<file path="src/rtl/muxn_1_rr_reg_if.sv">
// Channel-side and consumer-side bus of the N:1 registered mux.
// MUXN_PARITY_EN adds parity_out alongside data_out.
interface muxn_1_rr_reg_if #(
    parameter int WIDTH = 2,
    parameter int N     = 4
);
    localparam int SEL_W = $clog2(N);

    logic [N*WIDTH-1:0] data_in;
    logic [N-1:0]       valid_in;
    logic [N-1:0]       ready_out;
    logic [SEL_W-1:0]   selector;
    logic               mode;
    logic [WIDTH-1:0]   data_out;
    logic               valid_out;
    logic               ready_in;
`ifdef MUXN_PARITY_EN
    logic               parity_out;
`endif

    modport master (
        output data_in, valid_in, selector, mode, ready_in,
`ifdef MUXN_PARITY_EN
        input  parity_out,
`endif
        input  ready_out, data_out, valid_out
    );

    modport slave (
        input  data_in, valid_in, selector, mode, ready_in,
`ifdef MUXN_PARITY_EN
        output parity_out,
`endif
        output ready_out, data_out, valid_out
    );
endinterface

</file>
<file path="src/rtl/muxn_1_rr_reg.sv">
// N:1 mux with per-channel valid/ready, fixed or round-robin selection and a
// one-entry output register. Define MUXN_PARITY_EN to add a registered parity_out.
module muxn_1_rr_reg #(
    parameter int WIDTH = 2,
    parameter int N     = 4
) (
    input  logic          clk,
    input  logic          reset,
    muxn_1_rr_reg_if.slave bus
);
    localparam int SEL_W = $clog2(N);

    logic [SEL_W-1:0] rr_ptr_q, rr_ptr_d;
    logic [SEL_W-1:0] grant;
    logic             have_grant;
    logic             accept;
    logic             xfer;
    logic [N-1:0]     ready;
    logic [WIDTH-1:0] grant_word;
    logic [WIDTH-1:0] data_q;
    logic             valid_q;
    int               rr_idx;

    always_comb begin
        accept     = !valid_q || bus.ready_in;
        grant      = '0;
        have_grant = 1'b0;
        rr_idx     = 0;
        if (!bus.mode) begin
            // Out-of-range selectors match no channel and leave have_grant low.
            for (int i = 0; i < N; i++) begin
                if (bus.selector == SEL_W'(i)) begin
                    grant      = SEL_W'(i);
                    have_grant = 1'b1;
                end
            end
        end else begin
            // Scan farthest offset first so the channel nearest rr_ptr wins.
            for (int k = N - 1; k >= 0; k--) begin
                rr_idx = int'(rr_ptr_q) + k;
                if (rr_idx >= N) begin
                    rr_idx = rr_idx - N;
                end
                if (bus.valid_in[rr_idx]) begin
                    grant      = SEL_W'(rr_idx);
                    have_grant = 1'b1;
                end
            end
        end

        ready      = '0;
        grant_word = '0;
        for (int i = 0; i < N; i++) begin
            if (have_grant && grant == SEL_W'(i)) begin
                ready[i]   = accept;
                grant_word = bus.data_in[i*WIDTH +: WIDTH];
            end
        end
        xfer = |(ready & bus.valid_in);

        rr_ptr_d = rr_ptr_q;
        if (xfer && bus.mode) begin
            rr_ptr_d = (grant == SEL_W'(N - 1)) ? '0 : grant + SEL_W'(1);
        end
    end

`ifdef MUXN_PARITY_EN
    logic parity_q;
`endif

    always_ff @(posedge clk or posedge reset) begin
        if (reset) begin
            rr_ptr_q <= '0;
            data_q   <= '0;
            valid_q  <= 1'b0;
`ifdef MUXN_PARITY_EN
            parity_q <= 1'b0;
`endif
        end else begin
            rr_ptr_q <= rr_ptr_d;
            if (xfer) begin
                data_q  <= grant_word;
                valid_q <= 1'b1;
`ifdef MUXN_PARITY_EN
                parity_q <= ^grant_word;
`endif
            end else if (valid_q && bus.ready_in) begin
                valid_q <= 1'b0;
            end
        end
    end

    assign bus.ready_out = ready;
    assign bus.data_out  = data_q;
    assign bus.valid_out = valid_q;
`ifdef MUXN_PARITY_EN
    assign bus.parity_out = parity_q;
`endif
endmodule
</file>
<file path="src/flat_wrapper.sv">
// flat-port wrapper written by rule: the top's interface ports become plain ports
module muxn_1_rr_reg_flat 
#(
    parameter int WIDTH = 2,
    parameter int N     = 4
)
  (clk, reset, bus_data_in, bus_valid_in, bus_selector, bus_mode, bus_ready_in, bus_ready_out, bus_data_out, bus_valid_out);
  muxn_1_rr_reg_if #(.WIDTH(WIDTH), .N(N)) bus_i ();
  input  logic clk;
  input  logic reset;
  input wire logic [$bits(bus_i.data_in)-1:0] bus_data_in;
  input wire logic [$bits(bus_i.valid_in)-1:0] bus_valid_in;
  input wire logic [$bits(bus_i.selector)-1:0] bus_selector;
  input wire logic [$bits(bus_i.mode)-1:0] bus_mode;
  input wire logic [$bits(bus_i.ready_in)-1:0] bus_ready_in;
  output wire logic [$bits(bus_i.ready_out)-1:0] bus_ready_out;
  output wire logic [$bits(bus_i.data_out)-1:0] bus_data_out;
  output wire logic [$bits(bus_i.valid_out)-1:0] bus_valid_out;
  assign bus_i.data_in = bus_data_in;
  assign bus_i.valid_in = bus_valid_in;
  assign bus_i.selector = bus_selector;
  assign bus_i.mode = bus_mode;
  assign bus_i.ready_in = bus_ready_in;
  assign bus_ready_out = bus_i.ready_out;
  assign bus_data_out = bus_i.data_out;
  assign bus_valid_out = bus_i.valid_out;
  muxn_1_rr_reg #(.WIDTH(WIDTH), .N(N)) u_core (.clk(clk), .reset(reset), .bus(bus_i));
endmodule
</file>
<file path="config.mk">
export PLATFORM = sky130hd
export DESIGN_NAME = muxn_1_rr_reg_flat
export DESIGN_NICKNAME = d
export VERILOG_FILES = /design/src/rtl/muxn_1_rr_reg_if.sv /design/src/rtl/muxn_1_rr_reg.sv /design/src/flat_wrapper.sv
export SDC_FILE = /design/constraint.sdc
export NUM_CORES = 1
export LEC_CHECK = 0
export CAP_MARGIN = 10
export CORE_AREA = 5 5 42 44
export CTS_BUF_LIST = sky130_fd_sc_hd__clkbuf_8
export CTS_CLUSTER_DIAMETER = 150
export DETAILED_ROUTE_END_ITERATION = 12
export DIE_AREA = 0 0 47 49
export PLACE_DENSITY = 0.81
export SLEW_MARGIN = 20
export SYNTH_ARGS = -nofsm -noshare
export SYNTH_HDL_FRONTEND = slang
export SYNTH_SLANG_ARGS = --single-unit
</file>
<file path="constraint.sdc">
create_clock -name clk -period 4.8 [get_ports clk]
set_clock_uncertainty 0.1 [all_clocks]
set_input_delay 1.44 -clock clk [delete_from_list [all_inputs] [get_ports clk]]
set_output_delay 1.44 -clock clk [all_outputs]
set_load 0.005 [all_outputs]
</file>
# ---- After elaboration in Yosys (flattened, before gate mapping)
# Cells that the tools add are included.
dict set report word_totals {
  reg_bits 5
  latch_bits 0
  ramBits 0
  romBits 0
  input_bits 18
  out_inout_bits 7
  memories 0
}
dict set report op_classes {
  addsub 8
  multipliers 0
  n_div 0
  order_cmp 8
  n_eq_ne 6
  shifts 0
  muxes 48
  n_bitwise 1
  n_reduce_logical 12
}
# op count
set ops {}
lappend ops {{$mux 32} 8}
lappend ops {{$lt 32x4->1 const B} 4}
lappend ops {{$ge 32x4->1 const B} 3}
lappend ops {{$sub 32x4->32 const B} 3}
lappend ops {{$mux 1} 24}
lappend ops {{$mux 2} 12}
lappend ops {{$bmux 1 s2} 4}
lappend ops {{$eq 2x2->1 const B} 4}
lappend ops {{$add 2x2->3 const B} 2}
lappend ops {{$logic_and 1x1->1} 6}
lappend ops {{$and 4x4->4} 1}
lappend ops {{$eq 2x1->1 const B} 2}
lappend ops {{$logic_not 2->1} 2}
lappend ops {{$reduce_or 4->1} 1}
lappend ops {{$sub 2x3->4 const B} 1}
lappend ops {{$add 2x1->3 const B} 1}
lappend ops {{$ge 2x3->1 const B} 1}
lappend ops {{$add 2x1->2 const B} 1}
lappend ops {{$reduce_bool 2->1} 1}
lappend ops {{$logic_not 1->1} 1}
lappend ops {{$logic_or 1x1->1} 1}

# ---- Logic depth before layout (Yosys ltp)
# Gate-level depths: netlist of the first run.
dict set report logic_depth {
  word_depth 18
  depth_mapped 10
}

# ---- Worst setup path after synthesis of the first run
# Ideal clock, no wire load.
dict set report synth_path {
  path_kind {input -> output}
  start {input port bus_valid_in[3]}
  end {output port bus_ready_out[3]}
  arrival_time_ns 2.600
  required_ns 3.260
  setup_slack_ns 0.660
  cell_stages 6
  cell_sequence {and3b_1 > o21ai_1 > a311oi_2 > o22a_1 > ha_1 > and2_1}
}
dict set report synth_between {
  elab_chain_cells 11
  elab_cells_between_ends 25
  cone_classes {1 x eq/ne; 23 x mux; 1 x reduce/logical}
}
# item line_no
set synth_rtl {}
lappend synth_rtl {{from (decl)} flat_wrapper.sv:12} ;# input wire logic [$bits(bus_i.valid_in)-1:0] bus_valid_in;
lappend synth_rtl {{$bmux 1 s2} muxn_1_rr_reg.sv:44} ;# if (bus.valid_in[rr_idx]) begin
lappend synth_rtl {{$mux 1 (implied by the code) (2 in series)} muxn_1_rr_reg.sv:44}
lappend synth_rtl {{$mux 2 (4 in series)} muxn_1_rr_reg.sv:44}
lappend synth_rtl {{$mux 2} muxn_1_rr_reg.sv:29} ;# if (!bus.mode) begin
lappend synth_rtl {{$eq 2x2->1} muxn_1_rr_reg.sv:54} ;# if (have_grant && grant == SEL_W'(i)) begin
lappend synth_rtl {{$logic_and 1x1->1 *} muxn_1_rr_reg.sv:54}
lappend synth_rtl {{$mux 1 *} muxn_1_rr_reg.sv:54}
lappend synth_rtl {{to (decl)} flat_wrapper.sv:16} ;# output wire logic [$bits(bus_i.ready_out)-1:0] bus_ready_out;
# Mark *: on every way between the ends. The rest lies on a longest branch, timed or not. The select of a mux whose other input is x is not followed.

# ---- Worst setup path in the final report of the first run
dict set report layout_path {
  start {input port bus_valid_in[1]}
  end {output port bus_ready_out[2]}
}
# Same word-level chain as after synthesis.

==> results.md, run 1 <==
- Status: finished, final reports clean
- Die width: about 47 µm
- CTS buffer count: 3
- Synth area leader: dfrtp_1
- Crit. End Element: output pin
- Ys Warns: 0
- Top Ports: 25
- Final Max Slew Viols: 0
- CP max stage delay: ~0.28 ns
- Max-cap violations: 0
- Post-synth EDFFs: 0
- Gpl congestion: approximately 0.80
- CTS tree: built
- FF-to-FF Start: u_core.rr_ptr_q[0]
- Hold-fix buffers, CTS: 0
- Initial Util: 0.4036
- Synth cell types: 32
- Worst Hold Class: flip-flop to flip-flop
- Routed length per instance: about 14 µm
- Critical Setup Path Class: input port to output pin
- Clock buffer depth: 2
- WP data arrival: around 3.2 ns
- Final Hold Viols: 0
- Startpoint Class: input port
- RR Endpoint: u_core.rr_ptr_q[0]
- TritonRoute pass-1 iters: 4
- Core area: 0.001401 mm²
- Synth area leaders: dfrtp_1 (22%), ha_1 (8.8%), and2_1 (4.4%)
- Worst slack, placed: -0.3954 ns
- Crit path required time: 3.26 ns
- Final Power: between 0.0004 and 0.0005 W
- RSZ-0062 raised after global routing: no
- Async SR Flop Fraction: 1.000
- Tot GR Track Use: 0.1681
- Cell area after synthesis: ~570 µm²
- Dominant synthesized flop cell: dfrtp_1
- Final critical-path share of the clock period: 0.9834
- Most used cell, CP: dlygate4sd2_1
- Full die area: 0.002303 mm²
- Global route overflow: 0
- Critical path endpoint: bus_ready_out[2]
- Cell Rows: 14
- Clock Latency Late Sink: between 0.2 and 0.25 ns
- Final setup TNS: 0 ns
- Top cell type's share of synthesized area: 0.2212
- Area Growth Syn to Fin: 79.42%
- HPWL after DPL: 1271 µm
- Nets: ~130
- First-pass GRT wire length: 2815 µm
- ANT cells: 0
- DRC viols: 0
- Worst Hold Margin: 0.4467 ns
- Avg Synthesized Cell Area: 8.317 µm²
- Vias/cell: roughly 5.4
- Leakage: 0.4677 nW
- Filler Cell Count: 120
- Worst-path clk slew: 0.03 ns
- CTS root buffer: clkbuf_8
- Register bit total from synthesis: 5
- Initial antenna violation count: 0
- Vias in the first global route: slightly below 700
- DR vias: roughly 680
- Mapped Cells: 68
- Pwr per Cell Area: around 400 mW/mm²
- Largest net degree at the start of global routing: 11
- Initial drt markers: 10
- Syn Nets: 90
- Minimum clock period: 4.721 ns
- Setup ws final: about 0.079 ns
- R2R Setup Slk: 1.90 ns
- Die Span Y: 49 µm
- H-Tree Depth: 1
- Area occupied by multi-input gates: ~460 µm²
- Critical path fanouts, max: 3
- Final setup violation count: 0
- Slowest CP cell: a311oi_4
- Slew @ Worst Pin: between 0.4 and 0.5 ns
- Synth cell count leaders: nand2_1 (6), dfrtp_1 (5), inv_1 (5), nor2_1 (5)
- ANT nets after route: 0
- Reg2Reg Depth: 11
- Final core occ: 0.7241
- Max Fclk: between 200 and 250 MHz
- Worst Setup SP: bus_valid_in[1]
- Seq/Total Area, Yosys: 0.2212
- VDD IR-drop max: 0.1858 mV
- WL final: ~1700 µm
- Count leader, synth: nand2_1
- Crit-path cells: dlygate4sd2_1 > and4bb_1 > nor2_2 > a311oi_4 > o22ai_2 > buf_4 > ha_2 > and2_1 > dlygate4sd2_1
- Register area: ~130 µm²
- Input/output buffers: 24
- Relative slew margins: 0.7289
- Share of cells above drive strength 1: 0.3394
- Clock Sinks: 5
==> worst min-delay path by stage <==
stage                                 startpoint                      to  slack (ns)  cells after the start
after global placement    u_core.bus.data_out[1]  u_core.bus.data_out[1]        0.44                      2
after global routing      u_core.bus.data_out[0]  u_core.bus.data_out[0]        0.49                      2
after CTS                 u_core.bus.data_out[0]  u_core.bus.data_out[0]        0.45                      2
final                     u_core.bus.data_out[0]  u_core.bus.data_out[0]        0.45                      2
after detailed placement  u_core.bus.data_out[0]  u_core.bus.data_out[0]        0.45                      2
after floorplan           u_core.bus.data_out[1]  u_core.bus.data_out[1]        0.44                      2
==> cells in the final DEF (no fill, tap or decap), types with 2 or more instances in the layout <==
cell type and instances:
a211o_1 2, a21oi_1 4, a22oi_1 2, a31oi_1 3, and2_1 4, and3_1 2
buf_4 13, buf_6 2, clkbuf_2 3, clkbuf_8 3, clkdlybuf4s50_1 15, dfrtp_1 5
dlygate4sd2_1 4, ha_2 3, inv_1 6, nand2_1 5, nor2_1 3, nor2b_1 2
o21a_1 2, o21ai_0 3
==> report_power, final <==
part            total, W  internal (W)  switching (W)  leakage (nW)
Combinational   0.000235      0.000139      0.0000964         0.382
Clock          0.0000758     0.0000548      0.0000209        0.0269
Sequential     0.0000977     0.0000633      0.0000344        0.0586
==> worst max-delay path, delay by kind of cell <==
kind            cells  cell delay, ns
fa+ha+maj           1            0.18
compound gates      2            0.40
buf+inv             3            0.68
simple gates        3            0.46
==> layout make-up <==
cell class,instances,area share
multi-input cells,56,0.4562
clock buffers,3,0.04069
well taps,16,0.01973
flip-flops and latches,5,0.1233
clock inverters,1,0.003699
repair buffers,39,0.3379
inverters,5,0.01850
==> logic make-up (layout without fill, tap and decap cells) <==
group	Yosys count	in the layout	share of synthesized area
AO/OA/AOI/OAI	25	25	0.3164
adder cells (fa/ha/maj)	4	4	0.08850
buffers and inverters	7	48	0.06194
flip-flops	5	5	0.2212
multiplexers	1	1	0.02654
AND/OR/NAND/NOR	26	26	0.2854
==> routing by layer <==
| metal | wire [µm] | track usage | vias up |
|---|---|---|---|
| met4 | 40 | 0.1060 | 0 |
| met5 | 0 | 0 | - |
| met3 | 81 | 0.02214 | 6 |
| met2 | 945 | 0.2986 | 20 |
| met1 | 677 | 0.1707 | 316 |
| li1 | - | - | 334 |
==> flip-flops by register name (all words and copies together) (netlist names) <==
| name | count |
|---|---|
| u_core.bus.data_out | 2 |
| u_core.bus.valid_out | 1 |
| u_core.rr_ptr_q | 2 |
==> per-stage QoR <==
stage	instances	cell area [µm²]
after floorplan	68	565.5
after global placement	116	884.6
after detailed placement	116	884.6
after CTS	124	1010
after global routing	125	1015
final	125	1015
==> repair_timing <==
action,4_1_cts,5_1_grt
resized for setup,21,10
setup endpoints to repair,4,4
pin swaps,5,3
buffers inserted,4,1
endpoints found under the hold margin,0,0
Note: power is estimated with default switching activity, not from simulation.
==> run 2: changes to the inputs <==
--- a/config.mk
+++ b/config.mk
@@ -12,6 +12,7 @@
 export DETAILED_ROUTE_END_ITERATION = 12
 export DIE_AREA = 0 0 47 49
 export PLACE_DENSITY = 0.81
+export SETUP_SLACK_MARGIN = 0.4
 export SLEW_MARGIN = 20
 export SYNTH_ARGS = -nofsm -noshare
 export SYNTH_HDL_FRONTEND = slang
==> results.md, run 2 (same netlist as run 1, synthesis figures left out) <==
- Status: finished, final reports clean
- DR vias: 724 (+7.1%)
- Final setup violation count: 0 (unchanged)
- Die width: 47 µm (unchanged)
- Share of cells above drive strength 1: 0.4375 (+0.09805)
- HPWL after DPL: 1271 µm (unchanged)
- RSZ-0062 raised after global routing: yes
- Post-route cell area: 0.001110 mm² (+9.4%)
- Global route overflow: 0 (unchanged)
- Hold-fix buffers, CTS: 0 (unchanged)
- Flop pwr share: 0.214 (-0.025)
- Critical path fanouts, max: 4 (+1)
- Routed length per instance: 17.84 µm (+28%)
- Cell Rows: 14 (unchanged)
- Top Ports: 25 (unchanged)
- VDD IR-drop max: 0.2379 mV (+28%)
- DRC viols: 0 (unchanged)
- Clock buffer depth: 2 (unchanged)
- Die Span Y: 49 µm (unchanged)
- Initial antenna violation count: 0 (unchanged)
- Largest net degree at the start of global routing: 11 (unchanged)
- Clock power frac: 0.165 (-0.020)
- Vias/cell: 5.656 (+4.6%)
- Sw Share: 0.3812 (+0.009940)
- Crit path required time: 3.26 ns (about the same)
- Most used cell, CP: buf_6
- Register area: 125.1 µm² (unchanged)
- Internal cell power: 0.0002846 W (+11%)
- Slowest CP cell: a311oi_4
- Crit. End Element: output pin
- Leakage: 0.4917 nW (+5.1%)
- Worst Hold Margin: 0.4462 ns (-0.0004820 ns)
- CP bufs+invs: 4 (+1)
- Vias in the first global route: 728 (+6.4%)
- Worst Hold Class: flip-flop to flip-flop
- Clock Sinks: 5 (unchanged)
- ANT cells: 0 (unchanged)
- WP data arrival: 2.94 ns (-0.24 ns)
- Nets: 135 (+2.3%)
- CTS root buffer: clkbuf_8
- Area after DPL: 884.6 µm² (unchanged)
- Area Growth Syn to Fin: 96.24%
- CTS buffer count: 3 (unchanged)
- Logic pwr share: 0.620 (+0.044)
- Cell family with the largest share of critical-path delay: compound AO/OA/AOI/OAI gates
- Initial drt markers: 21 (+11)
- Full die area: 0.002303 mm² (unchanged)
- ANT nets after route: 0 (unchanged)
- Startpoint Class: input port
- Filler Cell Count: 91 (-24%)
- Tot GR Track Use: 0.1871 (+0.01907)
- Final Max Slew Viols: 0 (unchanged)
- Final Hold Viols: 0 (unchanged)
- Relative slew margins: 0.7092 (-0.01972)
- Gpl congestion: 0.8038 (unchanged)
- Placed Cells: 116 (unchanged)
- Pwr per Cell Area: 414.5 mW/mm² (+2.9%)
- Most common cell after layout, fill and taps aside: clkdlybuf4s50_1
- CP max stage delay: 0.38 ns (+0.10 ns)
- WL final: 2284 µm (+31%)
- TritonRoute pass-1 iters: 4 (unchanged)
- Fin cells: 128 (+2.4%)
- Max Fclk: 223.4 MHz (+5.5%)
- Input/output buffers: 24 (unchanged)
- Critical Setup Path Class: input port to output pin
- First-pass GRT wire length: 3132 µm (+11%)
- Final setup TNS: 0 ns (unchanged)
- Crit-path cells: buf_8 > buf_6 > nor2_4 > nand2_2 > a311oi_4 > o22ai_2 > buf_4 > ha_4 > and2_4 > buf_6
- Most frequent cells in the layout: clkdlybuf4s50_1 (15), buf_4 (14), buf_6 (10), inv_1 (6)
- Clock Latency Late Sink: 0.22 ns (about the same)
- H-Tree Depth: 1 (unchanged)
- Core area: 0.001401 mm² (unchanged)
- Initial Util: 0.4036 (unchanged)
- Max-cap violations: 0 (unchanged)
- Final critical-path share of the clock period: 0.9324 (-0.05108)
- Area occupied by multi-input gates: 504.2 µm² (+8.9%)
- Switching power: 0.0001753 W (+16%)
- CTS tree: built
- Slew @ Worst Pin: 0.4362 ns (+0.02959 ns)
- Worst-path clk slew: 0.04 ns (about the same)
- Final core occ: 0.7920 (+0.06786)
- Minimum clock period: 4.475 ns (-0.2452 ns)
==> run 2: final timing paths <==
kind,start,to,slack [ns],depth (start not counted)
max,bus_valid_in[2],bus_ready_out[0],0.32,10
min,u_core.bus.data_out[0],u_core.bus.data_out[0],0.45,2
max reg2reg,u_core.rr_ptr_q[0],u_core.rr_ptr_q[0],1.78,12
min reg2reg,u_core.bus.data_out[0],u_core.bus.data_out[0],0.45,2
max in group asynchronous,reset,u_core.bus.data_out[1],3.12,2
min in group asynchronous,reset,u_core.bus.valid_out,1.32,2
==> run 2: layout make-up <==
cell class | instances | area share
Clock buffer | 3 | 0.03720
Clock inverter | 1 | 0.003382
Inverter | 5 | 0.01691
Multi-Input combinational cell | 56 | 0.4543
Sequential cell | 5 | 0.1127
Tap cell | 16 | 0.01804
Timing Repair Buffer | 42 | 0.3574
==> run 2: metal layers <==
metal / wire, µm / global-route usage
met3: 176 / 0.01845
met1: 862 / 0.1929
met4: 56 / 0.1106
met5: 0 / 0
met2: 1188 / 0.3371
==> run 2: tightest hold or removal path: cells and delay by family, from the launching register on <==
| kind | cells | cell delay [ns] |
|---|---|---|
| compound gates | 1 | 0.12 |
| simple gates | 1 | 0.05 |
| flops | 1 | 0.33 |
==> run 2: power by group through the flow <==
stage	clock (W)	combinational [W]	sequential, W
6_report	0.0000761	0.000285	0.0000986
3_3_place_gp	0	0.000203	0.0000904
3_5_place_dp	0	0.000207	0.0000922
5_1_grt	0.0000856	0.000305	0.000103
2_1_floorplan	0	0.000132	0.0000792
4_1_cts	0.0000779	0.000251	0.0000973
==> run 2: what timing repair did <==
action,4_1_cts,5_1_grt
setup endpoints to repair,4,4
resized for setup,59,8
buffers inserted,6,2
pin swaps,8,4
==> run 2: metrics by stage <==
| stage | power (W) | setup slack, ns |
|---|---|---|
| 2_1_floorplan | 0.0002110 | 0.6605 |
| 3_3_place_gp | 0.0002931 | -0.3280 |
| 3_5_place_dp | 0.0002994 | -0.3954 |
| 4_1_cts | 0.0004265 | 0.3781 |
| 5_1_grt | 0.0004939 | 0.2332 |
| 6_report | 0.0004600 | 0.3246 |
